File: config.mk
export PLATFORM = sky130hd
export DESIGN_NAME = msg_word_sequencer
export DESIGN_NICKNAME = d
export VERILOG_FILES = /design/src/rtl/msg_word_sequencer_pkg.sv /design/src/rtl/msg_word_sequencer_timer.sv /design/src/rtl/msg_word_sequencer.sv
export SDC_FILE = /design/constraint.sdc
export NUM_CORES = 1
export LEC_CHECK = 0
export CAP_MARGIN = 20
export CORE_UTILIZATION = 35
export DETAILED_ROUTE_END_ITERATION = 10
export GPL_TIMING_DRIVEN = 0
export PLACE_DENSITY = 0.69
export SLEW_MARGIN = 0
export SYNTH_ARGS = -nofsm -noshare
export SYNTH_HDL_FRONTEND = slang
export SYNTH_SLANG_ARGS = --single-unit
export TNS_END_PERCENT = 50
File: constraint.sdc
create_clock -name Clock -period 1.75 [get_ports Clock]
set_input_delay 0.4375 -clock Clock [delete_from_list [all_inputs] [get_ports Clock]]
set_output_delay 0.4375 -clock Clock [all_outputs]
set_load 0.01 [all_outputs]
File: src/rtl/msg_word_sequencer_pkg.sv
// ============================================================================
// Module : msg_word_sequencer_pkg
// Brief  : Shared sync bytes, state encodings and slot limits for the
//          receive/transmit message sequencers.
// Rev    : 1.0  initial release
// ============================================================================
`default_nettype none

package msg_word_sequencer_pkg;

  typedef logic [1:0] state_t;

  localparam state_t c_StIdle  = 2'd0;
  localparam state_t c_StSync2 = 2'd1;
  localparam state_t c_StId    = 2'd2;
  localparam state_t c_StData  = 2'd3;

  localparam logic [7:0] c_Sync1Default = 8'h12;
  localparam logic [7:0] c_Sync2Default = 8'h34;

  localparam int c_MaxSlots = 16;

  function automatic logic isSlotValid(input logic [7:0] id, input int numSlots);
    return int'({24'd0, id}) < numSlots;
  endfunction

endpackage

`default_nettype wire

File: src/rtl/msg_word_sequencer_timer.sv
// ============================================================================
// Module : msg_word_sequencer_timer
// Brief  : Stall timer; pulses o_expired after TimeoutClocks enabled clocks
//          without a clear.
// Rev    : 1.0  initial release
// ============================================================================
`default_nettype none

module msg_word_sequencer_timer #(
  parameter int TimeoutClocks = 100000
) (
  input  logic Clock,
  input  logic Reset_n,
  input  logic i_clear,
  input  logic i_enable,
  output logic o_expired
);

  localparam int CntW = $clog2(TimeoutClocks + 1);
  localparam logic [CntW-1:0] c_limit = CntW'(TimeoutClocks - 1);

  logic [CntW-1:0] r_count;

  // Expiry is seen on the clock that would complete the TimeoutClocks-th idle cycle.
  assign o_expired = i_enable && !i_clear && (r_count == c_limit);

  always_ff @(posedge Clock or negedge Reset_n) begin
    if (!Reset_n) begin
      r_count <= '0;
    end else if (i_clear || !i_enable || o_expired) begin
      r_count <= '0;
    end else begin
      r_count <= r_count + 1'b1;
    end
  end

endmodule

`default_nettype wire

File: src/rtl/msg_word_sequencer.sv
// ============================================================================
// Module : msg_word_sequencer
// Brief  : Parses sync/ID/payload bytes from the UART receiver and sequences
//          the word-assembly slots; all outputs registered.
// Rev    : 1.0  initial release
// ============================================================================
`default_nettype none

module msg_word_sequencer
  import msg_word_sequencer_pkg::*;
#(
  parameter int         BytesPerWord  = 4,
  parameter int         NumSlots      = 4,
  parameter int         TimeoutClocks = 100000,
  parameter logic [7:0] Sync1         = c_Sync1Default,
  parameter logic [7:0] Sync2         = c_Sync2Default
) (
  input  logic                Clock,
  input  logic                Reset_n,
  input  logic                ByteReady,
  input  logic [7:0]          ByteIn,
  output logic                ClearAddr,
  output logic [NumSlots-1:0] WriteByte,
  output logic [7:0]          DataByte,
  output logic [NumSlots-1:0] MsgDone,
  output logic                BadId,
  output logic                Timeout,
  output logic                Busy
);

  localparam int CntW  = $clog2(BytesPerWord + 1);
  localparam int SlotW = $clog2(c_MaxSlots);
  localparam logic [CntW-1:0] c_lastByte = CntW'(BytesPerWord - 1);

  state_t              r_state;
  state_t              w_nextState;
  logic [SlotW-1:0]    r_slot;
  logic [CntW-1:0]     r_byteCnt;
  logic                r_donePending;
  logic                w_expired;
  logic                w_idValid;
  logic                w_lastByte;
  logic [NumSlots-1:0] w_slotOneHot;
  logic                w_clearAddr;
  logic                w_badId;
  logic                w_timeout;
  logic [NumSlots-1:0] w_writeByte;
  logic [NumSlots-1:0] w_msgDone;
  logic [7:0]          w_dataByte;

  assign w_idValid    = isSlotValid(ByteIn, NumSlots);
  assign w_lastByte   = (r_byteCnt == c_lastByte);
  assign w_slotOneHot = NumSlots'(1) << r_slot;

  msg_word_sequencer_timer #(
    .TimeoutClocks(TimeoutClocks)
  ) u_timer (
    .Clock    (Clock),
    .Reset_n  (Reset_n),
    .i_clear  (ByteReady),
    .i_enable (r_state != c_StIdle),
    .o_expired(w_expired)
  );

  always_comb begin
    w_nextState = r_state;
    case (r_state)
      c_StIdle:
        if (ByteReady && ByteIn == Sync1) w_nextState = c_StSync2;
      c_StSync2:
        if (ByteReady) begin
          if (ByteIn == Sync2)      w_nextState = c_StId;
          else if (ByteIn != Sync1) w_nextState = c_StIdle;
        end else if (w_expired) begin
          w_nextState = c_StIdle;
        end
      c_StId:
        if (ByteReady)      w_nextState = w_idValid ? c_StData : c_StIdle;
        else if (w_expired) w_nextState = c_StIdle;
      default:
        if (ByteReady) begin
          if (w_lastByte) w_nextState = c_StIdle;
        end else if (w_expired) begin
          w_nextState = c_StIdle;
        end
    endcase
  end

  // Completion is flagged one clock late, so the FSM is already free to parse
  // the next header while MsgDone is being issued.
  always_comb begin
    w_clearAddr = (r_state == c_StId) && ByteReady && w_idValid;
    w_badId     = (r_state == c_StId) && ByteReady && !w_idValid;
    w_timeout   = w_expired;
    w_writeByte = ((r_state == c_StData) && ByteReady) ? w_slotOneHot : '0;
    w_msgDone   = r_donePending ? w_slotOneHot : '0;
    w_dataByte  = DataByte;
    if ((r_state == c_StData) && ByteReady) w_dataByte = ByteIn;
  end

  always_ff @(posedge Clock or negedge Reset_n) begin
    if (!Reset_n) begin
      r_state       <= c_StIdle;
      r_slot        <= '0;
      r_byteCnt     <= '0;
      r_donePending <= 1'b0;
      ClearAddr     <= 1'b0;
      WriteByte     <= '0;
      DataByte      <= '0;
      MsgDone       <= '0;
      BadId         <= 1'b0;
      Timeout       <= 1'b0;
      Busy          <= 1'b0;
    end else begin
      r_state       <= w_nextState;
      r_donePending <= (r_state == c_StData) && ByteReady && w_lastByte;
      ClearAddr     <= w_clearAddr;
      WriteByte     <= w_writeByte;
      DataByte      <= w_dataByte;
      MsgDone       <= w_msgDone;
      BadId         <= w_badId;
      Timeout       <= w_timeout;
      Busy          <= (w_nextState != c_StIdle);
      if (w_clearAddr) begin
        r_slot    <= ByteIn[SlotW-1:0];
        r_byteCnt <= '0;
      end else if (|w_writeByte) begin
        r_byteCnt <= r_byteCnt + 1'b1;
      end
    end
  end

endmodule

`default_nettype wire

### Yosys cells after proc, flatten, opt, wreduce, memory -nomap -nowiden

Index checks and enable logic that the tools add are counted.

| storage, ports and cells | value |
|---|---|
| bits in registers | 47 |
| input bits | 11 |
| output and inout port bits | 20 |
| logic and storage cells | 57 |

| cells by class | value |
|---|---|
| $add $sub $neg | 2 |
| magnitude comparators | 1 |
| eq/ne operators | 8 |
| shifts and indexed selects | 1 |
| muxes and demuxes | 15 |
| reductions and logical operators | 18 |

Operators with widths:

| operator | count |
|---|---|
| 2-bit two-way mux | 9 |
| 17-bit by 1-bit adder with 17-bit output (second input constant) | 1 |
| 17-bit == test (second input constant) | 1 |
| 17-bit two-way mux | 1 |
| 8-bit by 5-bit == test with 1-bit output (second input constant) | 1 |
| 8-bit by 6-bit == test with 1-bit output (second input constant) | 1 |
| 1-bit logical AND | 8 |
| 8-bit by 3-bit less-than comparator with 1-bit output (second input constant) | 1 |
| 4-bit two-way mux | 2 |
| 8-bit by 5-bit inequality test with 1-bit output (second input constant) | 1 |
| 3-bit two-way mux | 2 |
| 2-bit one-hot mux with 3 select lines | 1 |
| 2-bit nonzero test | 3 |
| 2-bit == test (second input constant) | 2 |
| 4-bit OR reduction | 1 |
| 1-bit by 4-bit left shift with 4-bit output (first input constant) | 1 |
| 3-bit by 1-bit adder with 3-bit output (second input constant) | 1 |
| 3-bit by 2-bit == test with 1-bit output (second input constant) | 1 |
| 1-bit logical NOT | 3 |
| 2-bit by 1-bit == test with 1-bit output (second input constant) | 1 |
| 2-bit logical NOT | 1 |
| 1-bit logical OR | 2 |

### Longest topological paths before layout

Gate-level depths: netlist (run 1).

| depth | value |
|---|---|
| word-level depth | 7 |
| mapped depth | 7 |
| mapped depth without buffers | 6 |

### By module

A second synthesis (run 1) with hierarchy kept.

| unflattened totals | value |
|---|---|
| cell total of the unflattened synthesis | 199 |
| area total of the unflattened synthesis | 2090.8 µm² |

Modules (own cells, without submodules):

| module | times used | cells an instance | area each (µm²) | seq. area each (µm²) |
|---|---|---|---|---|
| msg_word_sequencer | 1 | 111 | 1194.9 | 750.7 |
| msg_word_sequencer_timer | 1 | 88 | 895.9 | 425.4 |

### Worst setup path before layout (run 1)

No wires, ideal clock.

| timing path | value |
|---|---|
| kind | flip-flop to flip-flop |
| start | register u_timer.r_count[0] |
| end | register Busy |
| setup time | 0.146 ns |
| arrival time | 1.508 ns |
| required time | 1.604 ns |
| setup slack | 0.096 ns |
| cell stages (with the launch flop) | 7 |
| path buffers | 1 |
| clock period less this slack | 1.654 ns |
| cell sequence | dfrtp_1 > ha_1 > nand4_2 > or2_0 > buf_2 > o311ai_2 > o2111ai_1 |

| between the ends | value |
|---|---|
| longest elaborated chain between the ends | 6 |
| elaborated cells on any way between the ends | 8 |
| classes of those cells | 1 x eq/ne; 5 x mux; 2 x reduce/logical |

Ends and longest elaborated chain:

| what | RTL line | RTL |
|---|---|---|
| from (decl) | msg_word_sequencer_timer.sv:22 | `logic [CntW-1:0] r_count;` |
| from (signal assigned) | msg_word_sequencer_timer.sv:33 | `r_count <= r_count + 1'b1;` |
| 17-bit == test * | msg_word_sequencer_timer.sv:25 | `assign o_expired = i_enable && !i_clear && (r_count == c_limit);` |
| 1-bit logical AND * | msg_word_sequencer_timer.sv:25 |  |
| 2-bit two-way mux * | msg_word_sequencer.sv:74, msg_word_sequencer.sv:79, msg_word_sequencer.sv:83 |  |
| 2-bit two-way mux (on tied branches) | msg_word_sequencer.sv:81, msg_word_sequencer.sv:71, msg_word_sequencer.sv:78 |  |
| 2-bit one-hot mux with 3 select lines * | msg_word_sequencer.sv:67 | `case (r_state)` |
| 2-bit nonzero test * | msg_word_sequencer.sv:123 | `Busy <= (w_nextState != c_StIdle);` |
| to (signal assigned) | msg_word_sequencer.sv:123 |  |
| to (decl) | msg_word_sequencer.sv:28 | `output logic Busy` |

Mark *: on every way between the ends. The rest lies on a longest branch, timed or not.
A chain may end at the register's enable or synchronous reset.

### Worst setup path in the final report (run 1)

| timing path | value |
|---|---|
| start | input port ByteIn[4] |
| end | register Busy |

| between the ends | value |
|---|---|
| longest elaborated chain between the ends | 6 |
| elaborated cells on any way between the ends | 13 |
| classes of those cells | 1 x order compare; 3 x eq/ne; 7 x mux; 2 x reduce/logical |

Ends and longest elaborated chain:

| what | RTL line | RTL |
|---|---|---|
| from (decl) | msg_word_sequencer.sv:21 | `input logic [7:0] ByteIn,` |
| parallel branches: the longest is 4 deep, another holds 8-bit by 3-bit less-than comparator with 1-bit output | -- |  |
| 2-bit one-hot mux with 3 select lines * | msg_word_sequencer.sv:67 |  |
| 2-bit nonzero test * | msg_word_sequencer.sv:123 |  |

Mark *: on every way between the ends.

==> results of run 1 <==
-- layer usage --
layer | up-vias | part of all wire, % | GRT usage, %
li1 | 738 | - | -
met1 | 756 | 48 | 19.08
met2 | 34 | 47 | 20.94
met3 | 6 | 3.6 | 2.857
met4 | 0 | 1.9 | 6.000
met5 | - | 0 | 0
-- power breakdown --
part	internal (W)	leakage (nW)	switching [W]	total [W]
sequential	0.00109	0.657	0.000000142	0.00109
combinational	0.0000293	0.439	0.0000407	0.0000700
clock	0.000580	0.0703	0.000376	0.000955
total	0.00169	1.17	0.000417	0.00211
-- stage by stage --
step	util, %	total power (W)	setup slack (ns)
global placement	44.13	0.001174	-1.061
global route	48.95	0.002189	0.01047
detailed placement	44.40	0.001178	-0.5431
finish	48.95	0.002111	0.07173
CTS	47.93	0.002132	-0.01011
floorplan	-	0.001118	0.09649
-- cell type report --
| type | instances | area, um^2 | share of cell area, % |
|---|---|---|---|
| clock inverters | 3 | 71.32 | 2.583 |
| well taps | 72 | 90.09 | 3.262 |
| multi-input cells | 129 | 922.1 | 33.39 |
| inverters | 4 | 15.01 | 0.5437 |
| repair buffers | 37 | 377.9 | 13.68 |
| plain buffers | 6 | 40.04 | 1.450 |
| flip-flops and latches | 47 | 1176 | 42.59 |
| clock buffers | 5 | 68.82 | 2.492 |
-- synthesized netlist by cell type (all sizes together), types with 3 or more instances --
master	count	area, um^2
buf	5	31.28
dfrtp	47	1176
nor2	26	97.59
ha	3	37.54
nor3b	4	30.03
inv	4	15.01
mux2	10	112.6
xor2	4	35.03
nand3	7	35.03
nor4	6	37.54
o21ai	3	15.01
nand4	8	56.30
nor3	10	66.32
xnor2	12	105.1
nand2	14	52.55
-- worst paths after layout --
check                                         from           to  slack (ns)  cells past startpoint
worst max-delay path                     ByteIn[4]         Busy        0.07                      5
worst min-delay path                       Reset_n  DataByte[2]        0.01                      1
worst max register to register  u_timer.r_count[1]         Busy        0.10                      6
worst min register to register         DataByte[7]  DataByte[7]        0.51                      1
max in group asynchronous                  Reset_n    r_slot[2]        1.26                      2
min in group Clock                       ByteIn[7]  DataByte[7]        0.51                      2
-- flip-flops by register name, summed over array words and instances, names as in the netlist --
register	count
u_timer.r_count	17
DataByte	8
MsgDone	4
WriteByte	4
r_slot	4
r_byteCnt	3
r_state	2
BadId	1
Busy	1
ClearAddr	1
Timeout	1
r_donePending	1
-- cell families (layout without fill, tap and decap cells) --
kind of cell	Yosys count	in the layout
compound gates	11	11
xor+xnor	16	16
fa+ha+maj	3	3
buf+inv	10	55
flops	47	47
mux	10	10
simple gates	89	89
-- what timing repair did --
item                       CTS  global route
pin swaps                    2             5
hold endpoints to repair     0             0
buffers inserted             3             3
setup endpoints to repair   25            24
gates resized for setup      4             8
==> flow_metrics.py, run 1 <==
metrics = {
    "run_status": {
        "outcome": "completed",
    },
    "critical_path": {
        "crit_required_ns": 1.96,
        "crit_chain": "clkdlybuf4s50_1 -> or4_1 -> o211ai_2 -> o311ai_4 -> o2111ai_1",
        "crit_type": "in2reg",
        "crit_path_end_kind": "register",
        "crit_slowest_cell": "or4_1",
        "critPathBufInv": 1,
        "crit_family": "simple AND/OR/NAND/NOR gates",
        "crit_arrival_ns": 1.89,
        "startpoint_type": "input port",
        "path_max_fanout": 4,
        "crit_path_max_incr_delay_ns": 0.56,
    },
    "timing": {
        "finalCritPeriodShare_pct": 95.90,
        "worstMarginPinSlew_ns": 0.3653,
        "setup_total_negative_slack_ns": 0,
        "rsz0062_at_grt": "no",
        "hold_viol": 0,
        "whs_ns": 0.01179,
        "setup_viol": 0,
        "fmax_mhz": 595.9,
        "relSlewSlack_pct": 75.51,
        "drv_slew": 0,
        "fin_worst_skew_ns": 0.009627,
        "fin_crit_ns": 1.678,
    },
    "floorplanning": {
        "fp-row-count": 27,
        "ioPinCount": 31,
        "coreArea_um2": 5642,
        "die_x_um": 79.45,
        "dieArea_um2": 6312,
        "start_util_pct": 37.21,
        "die_h_um": 79.45,
    },
    "clock_tree": {
        "cts_htree_levels": 2,
        "postCtsHoldBufs": 0,
        "cts_buffer_depth": 2,
        "cts_sinks": 47,
        "root_buffer": "clkbuf_8",
        "cts_tree": "yes",
        "clk_latency_ns": 0.30,
        "cts_buffers": 5,
        "cts.clk_slew.worst_paths_ns": 0.09,
    },
    "global_routing": {
        "grt_max_degree": 37,
        "grt_pass1_vias": 1473,
        "track_usage_pct": 13.84,
        "grt-ovfl-total": 0,
        "antenna_found_initial": 0,
        "grt_pass1_wl_um": 6824,
    },
    "cells_and_area": {
        "drive_above_1_share_pct": 18.18,
        "layout_commonest_cell": "dfrtp_1",
        "final_cells": 303,
        "diodes": 0,
        "areaGrowthSynthToFinish_pct": 31.53,
        "final_nets": 244,
        "layout_common_cells": "dfrtp_1, clkdlybuf4s50_1, nor2_1",
        "fin_area_um2": 2761,
        "fillers": 490,
    },
    "yosys": {
        "synthXorXnorAreaFrac_pct": 6.675,
        "async_flop_share_pct": 100.0,
        "postSynthCellCount": 186,
        "syn_nets": 200,
        "synthSimpleGateAreaFrac_pct": 23.06,
        "synth_mux_area_share_pct": 5.364,
        "synthAdderAreaFrac_pct": 1.788,
        "yosysWarningCount": 0,
        "synth_area_per_cell_um2": 11.29,
        "yosys.cell_types.count": 39,
        "synth_top_family_by_area": "simple AND/OR/NAND/NOR gates",
        "synth_compound_area_share_pct": 4.708,
        "synth_seq_area_share_pct": 56.02,
        "synth_flop_cell": "dfrtp_1",
        "synthesis.area_um2": 2100,
        "ys_seq_elements": 47,
        "synth_edf_count": 0,
    },
    "drt": {
        "drtPass1Iterations": 4,
        "drt_iter0_drc": 52,
        "remaining_drc_errors": 0,
        "routed_via_density": 5.063,
        "wirelength_um": 4045,
        "wl_per_cell_um": 13.35,
        "ant_nets": 0,
        "vias": 1534,
    },
    "placed_design": {
        "gp_congestion": 0.7702,
        "place_inst": 289,
        "io_buffers": 30,
        "place_area_um2": 2505,
        "dp_hpwl_um": 2717,
    },
    "power": {
        "irDropWorstVdd_mv": 0.3660,
        "powerDensity_nw_per_um2": 764.4,
        "power_leakage_nw": 1.166,
    },
    "min_path": {
        "holdCritPathClass": "in2async",
    },
    "flow_run": {
        "drv_cap": 0,
    },
}
Power figures use the tool's default switching activity.
==> run 2: changes to the inputs <==
CORE_MARGIN = 2   (was not set)
TNS_END_PERCENT = 20   (was 50)
==> run 2 against run 1 <==
Net effect: clock skew down 0.0054 ns; die area up 5.1%; register-to-register slack lost 0.03 ns; power fell by 7.4%; first-iteration DRC count increased by 31%; via count shrank 5.2%.
==> flow_metrics.py, run 2 (synthesized netlist as in run 1, its figures left out) <==
metrics = {
    "critical_path": {
        "r2r_slack_ns": 0.07,
        "path_max_fanout": 4,
        "crit_required_ns": 1.96,
        "crit_path_start": "ByteIn[4]",
        "startpoint_type": "input port",
        "r2r-start": "u_timer.r_count[0]",
        "crit_arrival_ns": 1.93,
        "crit_type": "in2reg",
        "crit_path_end_kind": "register",
    },
    "power": {
        "clkPwrFrac_pct": 40.9,
        "irDropWorstVdd_mv": 0.4240,
        "power_leakage_nw": 1.177,
        "p_int_w": 0.001547,
        "combPwrFrac_pct": 3.6,
        "seq_power_share_pct": 55.5,
        "switching_power_w": 0.0004082,
        "swShare_pct": 20.88,
        "powerDensity_nw_per_um2": 715.9,
    },
    "cells_and_area": {
        "drive_above_1_share_pct": 18.61,
        "areaGrowthSynthToFinish_pct": 30.10,
        "fillers": 542,
        "reg_top3": "u_timer.r_count (17), DataByte (8)",
        "fin_area_um2": 2731,
        "largest_register": "u_timer.r_count",
        "layout_commonest_cell": "dfrtp_1",
        "largest_reg_flops": 17,
        "fin_util_pct": 46.69,
        "final_nets": 244,
        "diodes": 0,
        "layout_common_cells": "dfrtp_1, nor2_1, clkdlybuf4s50_1",
    },
    "floorplanning": {
        "die_x_um": 81.45,
        "die_h_um": 81.45,
        "dieArea_um2": 6634,
        "start_util_pct": 35.89,
        "ioPinCount": 31,
        "coreArea_um2": 5851,
        "fp-row-count": 28,
    },
    "placed_design": {
        "dp_hpwl_um": 2707,
        "io_buffers": 30,
        "place_area_um2": 2509,
        "gp_congestion": 0.7666,
    },
    "timing": {
        "rsz0062_at_grt": "yes",
        "finalCritPeriodShare_pct": 98.07,
        "worstMarginPinSlew_ns": 0.3676,
        "hold_viol": 0,
        "drv_slew": 0,
        "relSlewSlack_pct": 75.36,
        "fin_crit_ns": 1.716,
        "fmax_mhz": 582.7,
        "fin_worst_skew_ns": 0.004226,
        "setup_viol": 0,
    },
    "min_path": {
        "holdCritPathClass": "in2async",
    },
    "drt": {
        "drtPass1Iterations": 5,
        "wl_per_cell_um": 12.56,
        "drt_iter0_drc": 68,
        "routed_via_density": 4.752,
        "ant_nets": 0,
        "vias": 1454,
        "wirelength_um": 3843,
        "remaining_drc_errors": 0,
    },
    "clock_tree": {
        "root_buffer": "clkbuf_8",
        "cts_sinks": 47,
        "cts_buffer_depth": 2,
        "clk_latency_ns": 0.29,
        "cts_buffers": 5,
        "cts.clk_slew.worst_paths_ns": 0.09,
        "cts_htree_levels": 2,
        "cts_tree": "yes",
    },
    "global_routing": {
        "antenna_found_initial": 0,
        "grt-ovfl-total": 0,
        "grt_pass1_wl_um": 6444,
        "grt_pass1_vias": 1429,
        "track_usage_pct": 12.74,
        "grt_max_degree": 37,
    },
    "run_status": {
        "outcome": "completed",
    },
    "flow_run": {
        "drv_cap": 0,
    },
}
run 2: stage by stage:
stage | cells | hold slack, ns | setup slack (ns) | total power [W] | TNS [ns]
floorplan | 186 | 0.1419 | 0.09649 | 0.001118 | 0
CTS | 303 | 0.002780 | -0.02185 | 0.001994 | -0.02185
detailed placement | 292 | 0.3361 | -0.5301 | 0.001178 | -6.965
global route | 306 | 0.01228 | -0.02125 | 0.002045 | -0.02125
finish | 306 | 0.01007 | 0.03375 | 0.001955 | 0
global placement | 291 | 0.4877 | -1.040 | 0.001174 | -55.39
run 2: layout make-up:
class / instances / area, um^2 / share of cell area (%)
Tap cell: 75 / 93.84 / 3.436
Clock buffer: 5 / 68.82 / 2.519
Inverter: 4 / 15.01 / 0.5497
Multi-Input combinational cell: 129 / 918.4 / 33.62
Sequential cell: 47 / 1177 / 43.11
Timing Repair Buffer: 37 / 375.4 / 13.74
Clock inverter: 3 / 47.55 / 1.741
Buffer: 6 / 35.03 / 1.283
run 2: final timing paths:
| path | end | cells after the start |
|---|---|---|
| max | Busy | 5 |
| min | DataByte[2] | 1 |
| max reg2reg | Busy | 6 |
| min reg2reg | DataByte[7] | 1 |
| max in group asynchronous | u_timer.r_count[1] | 2 |
| min in group Clock | DataByte[5] | 2 |
run 2: what timing repair did:
action | 4_1_cts | 5_1_grt
gates resized for setup | 4 | 10
hold buffers | 0 | 0
setup endpoints to repair | 24 | 22
buffers inserted | 3 | 3
pin swaps | 2 | 5
gates cloned | 0 | 0
run 2: power groups by stage:
stage / combinational, W / clock, W / sequential [W]
2_1_floorplan: 0.0000103 / 0 / 0.00111
3_3_place_gp: 0.0000664 / 0 / 0.00111
3_5_place_dp: 0.0000710 / 0 / 0.00111
4_1_cts: 0.0000717 / 0.000837 / 0.00109
5_1_grt: 0.0000792 / 0.000880 / 0.00109
6_report: 0.0000705 / 0.000800 / 0.00109
run 2: critical path: stages:
cell and delay (ns):
clkdlybuf4s50_1 0.46, or4_1 0.57, o211ai_2 0.22, o311ai_4 0.13
o2111ai_1 0.11
run 2: metal layers:
| metal | vias to the layer above | global-route usage, % | part of all wire [%] |
|---|---|---|---|
| li1 | 737 | - | - |
| met1 | 690 | 17.26 | 48 |
| met2 | 23 | 19.59 | 48 |
| met3 | 4 | 3.516 | 3.4 |
| met4 | 0 | 4.576 | 1.0 |
| met5 | - | 0 | 0 |
==> run 3: changes to the inputs <==
--- a/config.mk
+++ b/config.mk
@@ -16,3 +16,3 @@
 export SYNTH_HDL_FRONTEND = slang
 export SYNTH_SLANG_ARGS = --single-unit
-export TNS_END_PERCENT = 20
+export TNS_END_PERCENT = 100
==> constraint.sdc (replaced) <==
create_clock -name Clock -period 1.75 [get_ports Clock]
set_input_delay 0.35 -clock Clock [delete_from_list [all_inputs] [get_ports Clock]]
set_output_delay 0.35 -clock Clock [all_outputs]
set_load 0.01 [all_outputs]
==> run 3 against run 2 <==
Net effect: global-route usage about the same; combinational power up 3%; highest routed layer unchanged; fmax up 1.2%; clock skew down 0.0024 ns; die area unchanged; hold slack better by 0.44 ns; non-clock buffer count up 2.
==> flow_metrics.py, run 3 (synthesized netlist as in run 1, its figures left out) <==
metrics = {
    "run_status": {
        "outcome": "completed",
    },
    "clock_tree": {
        "clk_latency_ns": 0.30,
        "root_buffer": "clkbuf_8",
        "cts.clk_slew.worst_paths_ns": 0.09,
        "cts_sinks": 47,
        "cts_buffer_depth": 2,
        "cts_buffers": 5,
        "cts_tree": "yes",
        "cts_htree_levels": 2,
    },
    "placed_design": {
        "pre_cts_ws_ns": -0.4426,
        "dp_hpwl_um": 2707,
        "io_buffers": 30,
        "gp_congestion": 0.7666,
    },
    "cells_and_area": {
        "final_nets": 246,
        "reg_top3": "u_timer.r_count (17), DataByte (8)",
        "largest_reg_flops": 17,
        "layout_common_cells": "dfrtp_1, clkdlybuf4s50_1, nor2_1",
        "drive_above_1_share_pct": 18.45,
        "largest_register": "u_timer.r_count",
        "layout_commonest_cell": "dfrtp_1",
        "diodes": 0,
        "areaGrowthSynthToFinish_pct": 30.33,
    },
    "global_routing": {
        "antenna_found_initial": 0,
        "track_usage_pct": 12.76,
        "grt_pass1_vias": 1427,
        "grt_pass1_wl_um": 6451,
        "grt_max_degree": 37,
        "grt-ovfl-total": 0,
    },
    "power": {
        "power_leakage_nw": 1.137,
        "seq_power_share_pct": 55.2,
        "switching_power_w": 0.0004178,
        "powerDensity_nw_per_um2": 718.9,
        "combPwrFrac_pct": 3.7,
        "clkPwrFrac_pct": 41.2,
        "p_int_w": 0.001549,
        "swShare_pct": 21.24,
        "irDropWorstVdd_mv": 0.4246,
    },
    "critical_path": {
        "path_max_fanout": 5,
        "startpoint_type": "register",
        "crit_arrival_ns": 1.86,
        "crit_path_end_kind": "register",
        "crit_required_ns": 1.92,
        "crit_type": "reg2reg",
    },
    "floorplanning": {
        "ioPinCount": 31,
        "dieArea_um2": 6634,
        "start_util_pct": 35.89,
        "die_x_um": 81.45,
        "die_h_um": 81.45,
        "coreArea_um2": 5851,
        "fp-row-count": 28,
    },
    "timing": {
        "finalCritPeriodShare_pct": 96.90,
        "setup_total_negative_slack_ns": 0,
        "rsz0062_at_grt": "yes",
        "worstMarginPinSlew_ns": 0.3613,
        "setup_viol": 0,
        "setup_ws_ns": 0.05434,
        "relSlewSlack_pct": 75.78,
        "fin_crit_ns": 1.696,
        "hold_viol": 0,
        "fin_worst_skew_ns": 0.001842,
        "fmax_mhz": 589.7,
        "drv_slew": 0,
    },
    "min_path": {
        "holdCritPathClass": "in2async",
    },
    "drt": {
        "vias": 1487,
        "wirelength_um": 3920,
        "routed_via_density": 4.828,
        "drt_iter0_drc": 76,
        "ant_nets": 0,
        "remaining_drc_errors": 0,
        "drtPass1Iterations": 5,
        "wl_per_cell_um": 12.73,
    },
    "flow_run": {
        "drv_cap": 0,
    },
}
[run 3: path summary, 6_finish.rpt]
check,start,to,slack (ns),depth (start not counted)
worst max-delay path,u_timer.r_count[0],Busy,0.05,6
worst min register to register,DataByte[0],DataByte[0],0.51,1
worst min-delay path,Reset_n,u_timer.r_count[10],0.45,2
min in group Clock,DataByte[0],DataByte[0],0.51,1
max in group asynchronous,Reset_n,r_byteCnt[0],0.83,3
worst max register to register,u_timer.r_count[0],Busy,0.05,6
[run 3: critical path: stages, from the launching register on]
cell	delay (ns)
dfrtp_1	0.40
ha_4	0.18
nand4_4	0.13
or2_0	0.25
buf_2	0.17
o311ai_4	0.29
o2111ai_2	0.14
[run 3: layout make-up]
class                      count  area [um^2]
multi-input combinational    129        922.1
clock buffer                   5        68.82
sequential                    47         1176
tap                           75        93.84
inverter                       4        15.01
buffer                         6        35.03
timing repair buffer          39        377.9
clock inverter                 3        47.55
fill                         541         3114
[run 3: per-layer routing]
metal / wire (um) / vias up / GRT usage (%)
met5: 0 / - / 0
met4: 52 / 0 / 4.576
met3: 151 / 5 / 3.516
met2: 1863 / 28 / 19.67
met1: 1853 / 714 / 17.26
li1: - / 740 / -
[run 3: power by group through the flow]
| stage | clock [W] | combinational, W | sequential (W) |
|---|---|---|---|
| CTS | 0.000837 | 0.0000735 | 0.00109 |
| global placement | 0 | 0.0000664 | 0.00111 |
| finish | 0.000810 | 0.0000723 | 0.00109 |
| global route | 0.000881 | 0.0000812 | 0.00109 |
| floorplan | 0 | 0.0000103 | 0.00111 |
| detailed placement | 0 | 0.0000710 | 0.00111 |
[run 3: repair_timing]
| action | in CTS | in global routing |
|---|---|---|
| hold buffers | 1 | 0 |
| endpoints found under the setup margin | 20 | 24 |
| resized for setup | 3 | 4 |
| buffers inserted | 3 | 4 |
| hold endpoints to repair | 11 | 0 |
| pin swaps | 3 | 3 |
[run 3: through the flow]
step	utilization (%)	cells	power [W]	hold WS [ns]	instance area (um^2)
5_1_grt	46.77	308	0.002048	0.4795	2736
2_1_floorplan	-	186	0.001118	0.05441	2100
6_report	46.77	308	0.001967	0.4549	2736
3_5_place_dp	42.88	292	0.001178	0.2486	2509
3_3_place_gp	42.62	291	0.001174	0.4877	2494
4_1_cts	45.74	304	0.001996	0.4572	2676
